### src/rtl/async_queue_sink_d1.sv
// async_queue_sink_d1: destination-domain end of a depth-1 async crossing queue
// that carries TileLink D-channel beats.
// It synchronizes the source write index and exports a gray read index.
// It presents the stored beat on a ready/valid dequeue port.
// It runs the alive/reset handshake so that either side can reset on its own.
//
// Ports
//   clock, reset                      sink clock, async active-high reset
//   io_deq_ready / io_deq_valid       dequeue handshake
//   io_deq_bits_*                     dequeued beat (held when not loading)
//   io_async_mem_0_*                  source-domain storage slot (quasi-static)
//   io_async_widx                     source write index (gray == binary, 1 bit)
//   io_async_ridx                     registered read index back to the source
//   io_async_safe_widx_valid          source alive indication
//   io_async_safe_source_reset_n      source reset, active-low
//   io_async_safe_ridx_valid          sink alive indication
//   io_async_safe_sink_reset_n        ~reset

module async_queue_sink_d1 (
    input  logic        clock,
    input  logic        reset,
    input  logic        io_deq_ready,
    output logic        io_deq_valid,
    output logic [2:0]  io_deq_bits_opcode,
    output logic [1:0]  io_deq_bits_param,
    output logic [1:0]  io_deq_bits_size,
    output logic        io_deq_bits_source,
    output logic        io_deq_bits_sink,
    output logic        io_deq_bits_denied,
    output logic [31:0] io_deq_bits_data,
    output logic        io_deq_bits_corrupt,
    input  logic [2:0]  io_async_mem_0_opcode,
    input  logic [1:0]  io_async_mem_0_param,
    input  logic [1:0]  io_async_mem_0_size,
    input  logic        io_async_mem_0_source,
    input  logic        io_async_mem_0_sink,
    input  logic        io_async_mem_0_denied,
    input  logic [31:0] io_async_mem_0_data,
    input  logic        io_async_mem_0_corrupt,
    input  logic        io_async_widx,
    output logic        io_async_ridx,
    input  logic        io_async_safe_widx_valid,
    input  logic        io_async_safe_source_reset_n,
    output logic        io_async_safe_ridx_valid,
    output logic        io_async_safe_sink_reset_n
);

    localparam int unsigned SYNC_DEPTH = 3;

    // Chains that must clear when either side resets
    logic source_reset;
    assign source_reset = reset | ~io_async_safe_source_reset_n;

    logic [SYNC_DEPTH-1:0] widx_sync_q;
    logic [SYNC_DEPTH-1:0] sink_valid_0_q;
    logic [SYNC_DEPTH-1:0] sink_valid_1_q;
    logic [SYNC_DEPTH-1:0] source_extend_q;
    logic [SYNC_DEPTH-1:0] source_valid_q;

    logic widx_sync;
    logic source_ready;
    logic ridx_bin;
    logic ridx_next;
    logic valid_reg;
    logic valid_next;
    logic deq_fire;
    logic ridx_reg;

    // Write index synchronizer
    always_ff @(posedge clock or posedge reset) begin
        if (reset) widx_sync_q <= '0;
        else       widx_sync_q <= {widx_sync_q[SYNC_DEPTH-2:0], io_async_widx};
    end

    // Sink alive chains, cleared by either reset
    always_ff @(posedge clock or posedge source_reset) begin
        if (source_reset) begin
            sink_valid_0_q  <= '0;
            sink_valid_1_q  <= '0;
            source_extend_q <= '0;
        end else begin
            sink_valid_0_q  <= {sink_valid_0_q[SYNC_DEPTH-2:0], 1'b1};
            sink_valid_1_q  <= {sink_valid_1_q[SYNC_DEPTH-2:0], sink_valid_0_q[SYNC_DEPTH-1]};
            source_extend_q <= {source_extend_q[SYNC_DEPTH-2:0], io_async_safe_widx_valid};
        end
    end

    // Source-valid stage is reset by the local reset only, so a source reset
    // takes a full synchronizer depth to reach source_ready
    always_ff @(posedge clock or posedge reset) begin
        if (reset) source_valid_q <= '0;
        else       source_valid_q <= {source_valid_q[SYNC_DEPTH-2:0], source_extend_q[SYNC_DEPTH-1]};
    end

    assign widx_sync    = widx_sync_q[SYNC_DEPTH-1];
    assign source_ready = source_valid_q[SYNC_DEPTH-1];

    // Read pointer and valid next-state; losing the source forces the pointer home
    assign deq_fire   = io_deq_valid & io_deq_ready;
    assign ridx_next  = source_ready ? (ridx_bin ^ deq_fire) : 1'b0;
    assign valid_next = source_ready & (ridx_next != widx_sync);

    always_ff @(posedge clock or posedge reset) begin
        if (reset) begin
            ridx_bin  <= 1'b0;
            valid_reg <= 1'b0;
            ridx_reg  <= 1'b0;
        end else begin
            ridx_bin  <= ridx_next;
            valid_reg <= valid_next;
            ridx_reg  <= ridx_next;
        end
    end

    // Beat register: reloads from the slot while a beat is pending, holds otherwise
    always_ff @(posedge clock) begin
        if (valid_next) begin
            io_deq_bits_opcode  <= io_async_mem_0_opcode;
            io_deq_bits_param   <= io_async_mem_0_param;
            io_deq_bits_size    <= io_async_mem_0_size;
            io_deq_bits_source  <= io_async_mem_0_source;
            io_deq_bits_sink    <= io_async_mem_0_sink;
            io_deq_bits_denied  <= io_async_mem_0_denied;
            io_deq_bits_data    <= io_async_mem_0_data;
            io_deq_bits_corrupt <= io_async_mem_0_corrupt;
        end
    end

    // Valid is gated combinationally so a source loss drops it without a clock
    assign io_deq_valid               = valid_reg & source_ready;
    assign io_async_ridx              = ridx_reg;
    assign io_async_safe_ridx_valid   = sink_valid_1_q[SYNC_DEPTH-1];
    assign io_async_safe_sink_reset_n = ~reset;

endmodule

### config.mk
export PLATFORM = sky130hd
export DESIGN_NAME = async_queue_sink_d1
export DESIGN_NICKNAME = d
export VERILOG_FILES = /design/src/rtl/async_queue_sink_d1.sv
export SDC_FILE = /design/constraint.sdc
export NUM_CORES = 1
export LEC_CHECK = 0
export ABC_AREA = 1
export CORE_ASPECT_RATIO = 1.5
export CORE_MARGIN = 4
export CORE_UTILIZATION = 27
export CTS_CLUSTER_SIZE = 25
export DETAILED_ROUTE_END_ITERATION = 6
export GPL_TIMING_DRIVEN = 0
export PLACE_DENSITY = 0.61
export SLEW_MARGIN = 20
export SYNTH_ARGS = -nofsm -noshare
export SYNTH_HDL_FRONTEND = slang
export SYNTH_SLANG_ARGS = --single-unit
### constraint.sdc
create_clock -name clock -period 4 [get_ports clock]
set_input_delay 0.8 -clock clock [delete_from_list [all_inputs] [get_ports clock]]
set_output_delay 0.8 -clock clock [all_outputs]
set_load 0.05 [all_outputs]
==> qor.csv, run 1 <==
metric,value,unit
Post-Synthesis Cells,75,
core area,6490,µm²
largest family of logic cells by synthesized area,simple AND/OR/NAND/NOR gates,
status,completed,
Synth area leader,edfxtp_1,
CTS tree,built,
largest net degree at the start of global routing,29,
RSZ-0062 raised after global routing,no,
Worst Reg2Reg Path Length in Cells,6,
Final Wtd Congestion,0.664,
Worst Hold Launch,source_extend_q[2],
Fin. Hold Viols,0,
Hold/Removal Path Class,register to register,
pre-CTS setup slack,816,ps
YS warnings,0,
Mapped Nets,124,
#FFs+latches synth,60,
Slew @ Worst Pin,679,ps
syn_area_per_cell,23.8,µm²
post-synthesis compound-gate area fraction,0.280,%
Synth Flop Type,edfxtp_1,
Critical Path AT,2350,ps
CP startpoint kind,primary input,
PnR worst setup slack,852,ps
TritonRoute pass-1 iters,3,
htree depth,3,
Skew-Pair Late Insertion Delay,330,ps
Buffers on Ports,95,
final setup TNS,0,ps
Chip Width,74.4,µm
GRT Util Overall,9.93,%
CTS root buffer,clkbuf_8,
Post-route DRC,0,
Worst VDD drop,0.231,mV
synthesized area,1790,µm²
initial core utilization,27.5,%
reg-to-reg endpoint,io_deq_bits_param[1],
WS Path Type,primary input to primary output,
synth unique cells,10,
DR vias,1032,
sequential area share after synthesis,96.1,%
Synth async-reset ratio,28.3,%
CTS Buf Count,9,
"Most flops, register",io_deq_bits_data,
Leakage,1.12,nW
worst relative slew slack,54.6,%
first-pass GRT wire length,5.42,mm
final non-filler cell area,3020,µm²
PD cells,461,nW/µm²
maximum operating frequency,0.318,GHz
Ant. Diodes,0,
fin crit share,78.7,%
IO Pins,96,
vias in the first global route,1129,
FF-to-FF Start,valid_reg,
# setup viols final,0,
top-count cell post-synth,edfxtp_1,
share of the synthesized area in the top cell type,72.3,%
max reg flops,32,
r2r setup slk,2340,ps
count of final max-slew check failures,0,
die area,8000,µm²
maxcap violations,0,
Synth-to-Final Area Change,69.0,%
Critical Path Sink Type,primary output,
initial antenna violation count,0,
"top cells by area, synth","edfxtp_1 (72%), dfrtp_1 (24%), inv_1 (0.84%)",
Post-DRT Antenna Nets,0,
most frequent cells after synthesis,"edfxtp_1 (43), dfrtp_1 (17), inv_1 (4), nand2_1 (4), nor2_1 (2)",
hold path depth,0,
Tmin final,3150,ps
Tot Pwr,0.00139,W
clk slew on worst S/H paths,60,ps
DP Area,2860,µm²
vias per cell,3.92,
Synth Area in Adders,0,%
Synth Area in Simple Gates,2.52,%
post-CTS sizing,0,
TritonCTS sink count,60,
CTS hold repair buffers,0,
gr ovfl total,0,
fin nets,231,
final setup skew,9.85,ps
Wirelength per Cell,14.2,µm
mux contribution to synthesized area,0,%
xor and xnor area share after synthesis,0,%
Vert. Die Dim,108,µm
Final HPWL DP,2.77,mm
WL final,3.74,mm
# rows,36,
critical path peak fanout,9,
Longest Clk Path Bufs,2,
layout cell share with drive strength beyond 1,9.63,%
"Req. time, crit path",3200,ps
number of synthesized flops with an enable pin,43,
Hold Path Sink,source_valid_q[0],
initial DRC count,58,
postcts setup bufs,0,
[power by group]
group	switching (W)	internal, W
logic	0.000141	0.0000919
clock network	0.000217	0.000218
registers	0.0000103	0.000713
total	0.000368	0.00102
[metrics by stage]
step                      cells  utilization [%]  hold WS [ps]
after CTS                   263             46.5           349
after global routing        263             46.5           351
after floorplan              75                -           331
final                       263             46.5           344
after detailed placement    247             44.1           335
after global placement      246             43.7           333
[worst max path at each step]
stage,startpoint,to,slack [ps],cells past startpoint
3_5_place_dp,reset,io_async_safe_sink_reset_n,820,3
5_1_grt,reset,io_async_safe_sink_reset_n,730,3
4_1_cts,reset,io_async_safe_sink_reset_n,820,3
3_3_place_gp,io_deq_ready,io_deq_bits_data[19],-540,5
6_report,reset,io_async_safe_sink_reset_n,850,3
2_1_floorplan,io_deq_ready,io_deq_bits_corrupt,690,5
[worst max-delay path, cell delays in order]
cell and delay (ps):
clkdlybuf4s50_1 410, inv_1 260, clkdlybuf4s50_1 870
[layer usage]
layer	track usage, %	part of all wire [%]
met1	9.18	31
met2	15.7	56
met3	5.98	11
met4	6.87	1.7
met5	0	0
[logic make-up after synthesis]
family / Yosys count
flip-flops: 60
AND/OR/NAND/NOR: 9
buffers and inverters: 4
AO/OA/AOI/OAI: 1
other: 1
[cells in the final DEF, fill, tap and decap left out]
cell type,n
edfxtp_1,43
clkinvlp_4,1
a21oi_1,1
clkinv_1,1
nand3_1,1
buf_12,1
dfrtp_1,17
inv_1,4
conb_1,1
nor2_1,1
clkbuf_8,9
clkdlybuf4s50_1,95
nand2_1,4
nand3_2,1
clkinv_2,4
nor2_4,1
clkbuf_1,1
and3_2,1
[layout make-up]
type | count | area [µm²]
Tap cell | 76 | 95.1
Multi-Input combinational cell | 11 | 61.3
Timing Repair Buffer | 96 | 971
Inverter | 4 | 15.0
Sequential cell | 60 | 1720
Fill cell | 589 | 3470
Clock buffer | 10 | 128
Clock inverter | 6 | 31.3
(Power assumes the default switching activity.)
==> run 2: changes to the inputs <==
--- a/config.mk
+++ b/config.mk
@@ -12,7 +12,7 @@
 export CTS_CLUSTER_SIZE = 25
 export DETAILED_ROUTE_END_ITERATION = 6
 export GPL_TIMING_DRIVEN = 0
-export PLACE_DENSITY = 0.61
+export PLACE_DENSITY = 0.63
 export SLEW_MARGIN = 20
 export SYNTH_ARGS = -nofsm -noshare
 export SYNTH_HDL_FRONTEND = slang
==> constraint.sdc (replaced) <==
create_clock -name clock -period 2.65 [get_ports clock]
set_input_delay 0.53 -clock clock [delete_from_list [all_inputs] [get_ports clock]]
set_output_delay 0.53 -clock clock [all_outputs]
set_load 0.05 [all_outputs]
==> qor.csv, run 2 (synthesized netlist as in run 1, its figures left out) <==
metric,value,unit,change
max reg flops,32,,unchanged
Critical Path Sink Type,primary output,,unchanged
Hold/Removal Path Class,register to register,,unchanged
Top delay family on crit path,buffers and inverters,,unchanged
"commonest non-fill, non-tap cells in the layout","clkdlybuf4s50_1 (94), edfxtp_1 (43), dfrtp_1 (17), clkbuf_8 (9)",,"was clkdlybuf4s50_1 (95), edfxtp_1 (43), dfrtp_1 (17), clkbuf_8 (9)"
count of final max-slew check failures,0,,unchanged
first-pass GRT wire length,5.79,mm,was 5.42 mm
RSZ-0062 raised after global routing,no,,unchanged
Synth-to-Final Area Change,70.6,%,was 69.0%
CTS Buf Count,9,,unchanged
layout cell share with drive strength beyond 1,9.63,%,unchanged
Clock power frac,34.1,%,was 31.3%
PD cells,721,nW/µm²,was 461 nW/µm²
final setup skew,10.4,ps,was 9.85 ps
DP Area,2870,µm²,was 2860 µm²
CTS hold repair buffers,0,,unchanged
maxcap violations,0,,unchanged
CTS root buffer,clkbuf_8,,unchanged
WP buf/inv,3,,unchanged
Chip Width,74.4,µm,unchanged
Vert. Die Dim,108,µm,unchanged
Post-route DRC,0,,unchanged
IO Pins,96,,unchanged
final non-filler cell area,3050,µm²,was 3020 µm²
gr ovfl total,0,,unchanged
Wirelength per Cell,14.9,µm,was 14.2 µm
initial DRC count,51,,was 58
Reg power frac,49.7,%,was 52.0%
critical path peak fanout,9,,unchanged
Final HPWL DP,2.93,mm,was 2.77 mm
switching pwr,0.000561,W,was 0.000368 W
initial antenna violation count,0,,unchanged
DR vias,1056,,was 1032
TritonRoute pass-1 iters,4,,was 3
"Most flops, register",io_deq_bits_data,,unchanged
TritonCTS sink count,60,,unchanged
CP startpoint kind,primary input,,unchanged
internal power,0.00164,W,was 0.00102 W
status,completed,,unchanged
Longest Clk Path Bufs,2,,unchanged
Post-DRT Antenna Nets,0,,unchanged
postcts setup bufs,0,,unchanged
core area,6490,µm²,unchanged
GRT Util Overall,10.3,%,was 9.93%
die area,8000,µm²,unchanged
Critical Path AT,1790,ps,was 2350 ps
"Cell Chain, Critical Path","clkdlybuf4s50_1, inv_1, dlygate4sd2_1",,"was clkdlybuf4s50_1, inv_1, clkdlybuf4s50_1"
Tmin final,2320,ps,
PnR worst setup slack,329,ps,was 852 ps
fin nets,231,,unchanged
"most common cell after layout, fill and taps aside",clkdlybuf4s50_1,,unchanged
htree depth,3,,unchanged
worst relative slew slack,53.8,%,was 54.6%
Final Wtd Congestion,0.701,,was 0.664
Worst VDD drop,0.353,mV,was 0.231 mV
vias per cell,4.02,,was 3.92
Skew-Pair Late Insertion Delay,330,ps,about the same
"Req. time, crit path",2120,ps,was 3200 ps
Comb power frac,16.2,%,was 16.7%
WL final,3.93,mm,was 3.74 mm
Critical Path Slowest Stage Cell,dlygate4sd2_1,,was clkdlybuf4s50_1
Slew @ Worst Pin,690,ps,was 679 ps
clk slew on worst S/H paths,60,ps,about the same
CTS tree,built,,unchanged
Buffers on Ports,95,,unchanged
Leakage,1.14,nW,was 1.12 nW
# rows,36,,unchanged
r2r setup slk,890,ps,was 2340 ps
initial core utilization,27.5,%,unchanged
# setup viols final,0,,unchanged
WS Path Type,primary input to primary output,,unchanged
pre-CTS setup slack,-11.4,ps,was 816 ps
fillers,585,,was 589
maximum operating frequency,0.431,GHz,
fin crit share,87.6,%,
largest net degree at the start of global routing,27,,was 29
sw frac,25.5,%,was 26.5%
Fin. Hold Viols,0,,unchanged
Ant. Diodes,0,,unchanged
vias in the first global route,1153,,was 1129
"slowest stage delay, CP",570,ps,was 870 ps
-- run 2: metrics by stage --
stage | total power [W] | hold WS, ps | utilization [%] | instances | setup TNS, ps
6_report | 0.00220 | 348 | 47.0 | 263 | 0
3_3_place_gp | 0.00146 | 332 | 43.7 | 246 | -26760
2_1_floorplan | 0.00130 | 331 | - | 75 | 0
3_5_place_dp | 0.00147 | 336 | 44.2 | 247 | -11.4
4_1_cts | 0.00224 | 351 | 47.0 | 263 | 0
5_1_grt | 0.00230 | 356 | 47.0 | 263 | 0
-- run 2: path summary, 6_finish.rpt --
kind,endpoint,start,depth (start not counted)
worst max-delay path,io_async_safe_sink_reset_n,reset,3
worst min-delay path,widx_sync_q[1],widx_sync_q[0],0
worst max register to register,io_deq_bits_data[24],valid_reg,6
worst min register to register,widx_sync_q[1],widx_sync_q[0],0
max in group asynchronous,source_extend_q[2],io_async_safe_source_reset_n,3
min in group asynchronous,source_valid_q[1],reset,2
-- run 2: area by class of cell --
class                           count  area, µm²  area share (%)
Tap cell                           76       95.1            3.12
Clock inverter                      7       57.6            1.89
Inverter                            4       15.0           0.493
Sequential cell                    60       1720            56.3
Timing Repair Buffer               96        977            32.1
Clock buffer                        9        124            4.07
Multi-Input combinational cell     11       61.3            2.01
-- run 2: repair_timing --
action | 4_1_cts | 5_1_grt
gates resized for setup | 1 | 0
endpoints found under the hold margin | 0 | 0
setup endpoints to repair | 1 | 0
-- run 2: power groups by stage --
stage | combinational (W) | sequential [W] | clock, W
after floorplan | 0.0000331 | 0.00126 | 0
after global placement | 0.000345 | 0.00111 | 0
after detailed placement | 0.000359 | 0.00111 | 0
after CTS | 0.000360 | 0.00109 | 0.000788
after global routing | 0.000370 | 0.00110 | 0.000835
final | 0.000355 | 0.00109 | 0.000750
-- run 2: layer usage --
layer  global-route usage, %  vias up  part of all wire (%)
met5                       0        -                     0
met4                    5.47        0                   2.8
met2                    16.7       56                    56
met3                    6.17        9                    10
li1                        -      486                     -
met1                    10.1      505                    31
-- run 2: worst register-to-register path: cells and delay by family (launching register included) --
family	cells	cell delay, ps
buffers and inverters	1	260
AND/OR/NAND/NOR	5	800
flip-flops	1	410
==> run 3: changes to the inputs <==
--- a/config.mk
+++ b/config.mk
@@ -6,7 +6,6 @@
 export NUM_CORES = 1
 export LEC_CHECK = 0
 export ABC_AREA = 1
-export CORE_ASPECT_RATIO = 1.5
 export CORE_MARGIN = 4
 export CORE_UTILIZATION = 27
 export CTS_CLUSTER_SIZE = 25
==> qor.csv, run 3 (synthesized netlist as in run 1, its figures left out) <==
metric,value,unit,change
status,completed,,unchanged
final setup skew,5.09,ps,was 10.4 ps
Tmin final,2320,ps,about the same
CTS tree,built,,unchanged
TritonRoute pass-1 iters,3,,was 4
WS Path Type,primary input to primary output,,unchanged
Worst Reg2Reg Path Length in Cells,6,,unchanged
"Req. time, crit path",2120,ps,about the same
maxcap violations,0,,unchanged
CTS Buf Count,9,,unchanged
FF-to-FF Start,valid_reg,,unchanged
critical path peak fanout,9,,unchanged
# setup viols final,0,,unchanged
"Most flops, register",io_deq_bits_data,,unchanged
worst relative slew slack,53.1,%,was 53.8%
Buffers on Ports,95,,unchanged
fin crit share,87.4,%,was 87.6%
gr ovfl total,0,,unchanged
Wirelength per Cell,14.2,µm,was 14.9 µm
count of final max-slew check failures,0,,unchanged
Skew-Pair Late Insertion Delay,320,ps,was 330 ps
first-pass GRT wire length,5.01,mm,was 5.79 mm
Synth-to-Final Area Change,68.5,%,was 70.6%
Chip Width,89.3,µm,was 74.4 µm
Final Wtd Congestion,0.648,,was 0.701
vias in the first global route,1045,,was 1153
"commonest non-fill, non-tap cells in the layout","clkdlybuf4s50_1 (94), edfxtp_1 (43), dfrtp_1 (17), clkbuf_8 (9)",,unchanged
WL final,3.72,mm,was 3.93 mm
CP startpoint kind,primary input,,unchanged
Leakage,1.12,nW,was 1.14 nW
Longest Clk Path Bufs,2,,unchanged
hold path depth,0,,unchanged
Worst Setup SP,reset,,unchanged
clk slew on worst S/H paths,60,ps,about the same
Final Util,47.1,%,was 47.0%
# rows,29,,was 36
Post-route DRC,0,,unchanged
CTS root buffer,clkbuf_8,,unchanged
Final HPWL DP,2.84,mm,was 2.93 mm
Hold/Removal Path Class,register to register,,unchanged
RSZ-0062 raised after global routing,no,,unchanged
Critical Path Sink Type,primary output,,unchanged
Fin. Hold Viols,0,,unchanged
core area,6390,µm²,was 6490 µm²
IO Pins,96,,unchanged
GRT Util Overall,8.95,%,was 10.3%
layout cell share with drive strength beyond 1,8.06,%,was 9.63%
Critical Path AT,1790,ps,about the same
initial DRC count,31,,was 51
postcts setup bufs,0,,unchanged
Post-DRT Antenna Nets,0,,unchanged
Slew @ Worst Pin,700,ps,was 690 ps
TritonCTS sink count,60,,unchanged
fin nets,231,,unchanged
maximum operating frequency,0.432,GHz,was 0.431 GHz
die area,7980,µm²,was 8000 µm²
"most common cell after layout, fill and taps aside",clkdlybuf4s50_1,,unchanged
r2r setup slk,960,ps,was 890 ps
htree depth,3,,unchanged
max reg flops,32,,unchanged
vias per cell,3.92,,was 4.02
reg-to-reg endpoint,io_deq_bits_corrupt,,was io_deq_bits_data[24]
PD cells,690,nW/µm²,was 721 nW/µm²
final setup TNS,0,ps,unchanged
DR vias,1032,,was 1056
initial core utilization,28.0,%,was 27.5%
Hold Path Sink,source_valid_q[2],,was widx_sync_q[1]
Worst VDD drop,0.486,mV,was 0.353 mV
Ant. Diodes,0,,unchanged
Worst Hold Launch,source_valid_q[1],,was widx_sync_q[0]
largest net degree at the start of global routing,29,,was 27
Vert. Die Dim,89.3,µm,was 108 µm
initial antenna violation count,0,,unchanged
## run 3: how the worst max path moves through the flow
stage / depth (start not counted) / to / slack [ps]
after global placement: 5 / io_deq_bits_corrupt / -620
after floorplan: 4 / io_deq_bits_corrupt / 170
after detailed placement: 3 / io_async_safe_sink_reset_n / -3
final: 3 / io_async_safe_sink_reset_n / 330
after CTS: 3 / io_async_safe_sink_reset_n / 290
after global routing: 3 / io_async_safe_sink_reset_n / 230
## run 3: routing by layer
| layer | up-vias | routed length [µm] | track usage, % | share of wire, % |
|---|---|---|---|---|
| li1 | 482 | - | - | - |
| met1 | 488 | 1280 | 8.76 | 34 |
| met2 | 57 | 1870 | 13.3 | 50 |
| met3 | 5 | 536 | 7.83 | 14 |
| met4 | 0 | 38 | 4.06 | 1.0 |
| met5 | - | 0 | 0 | 0 |
## run 3: repair_timing
item,CTS,global route
setup endpoints to repair,1,0
hold buffers,0,0
gates resized for setup,1,0
## run 3: final cells by class
class	instances	area [µm²]
sequential	60	1720
timing repair buffer	96	970
clock inverter	4	17.5
multi-input combinational	11	61.3
clock buffer	11	131
tap	77	96.3
inverter	4	15.0
fill	555	3380
## run 3: worst max-delay path, cell delays in order
cell	delay, ps
clkdlybuf4s50_1	420
inv_1	260
dlygate4sd2_1	580
## run 3: report_power, final
group | total [W] | internal, W | switching (W)
Sequential | 0.00109 | 0.00108 | 0.0000152
Clock | 0.000632 | 0.000324 | 0.000308
Combinational | 0.000353 | 0.000138 | 0.000214
Total | 0.00208 | 0.00154 | 0.000538
## run 3: per-stage QoR
stage / instances / setup WS [ps] / hold slack (ps) / instance area (µm²) / total power, W
5_1_grt: 263 / 229 / 352 / 3010 / 0.00218
2_1_floorplan: 75 / 166 / 331 / 1790 / 0.00130
3_3_place_gp: 247 / -620 / 334 / 2840 / 0.00146
6_report: 263 / 333 / 345 / 3010 / 0.00208
4_1_cts: 263 / 292 / 348 / 3010 / 0.00212
3_5_place_dp: 248 / -3.45 / 336 / 2860 / 0.00147
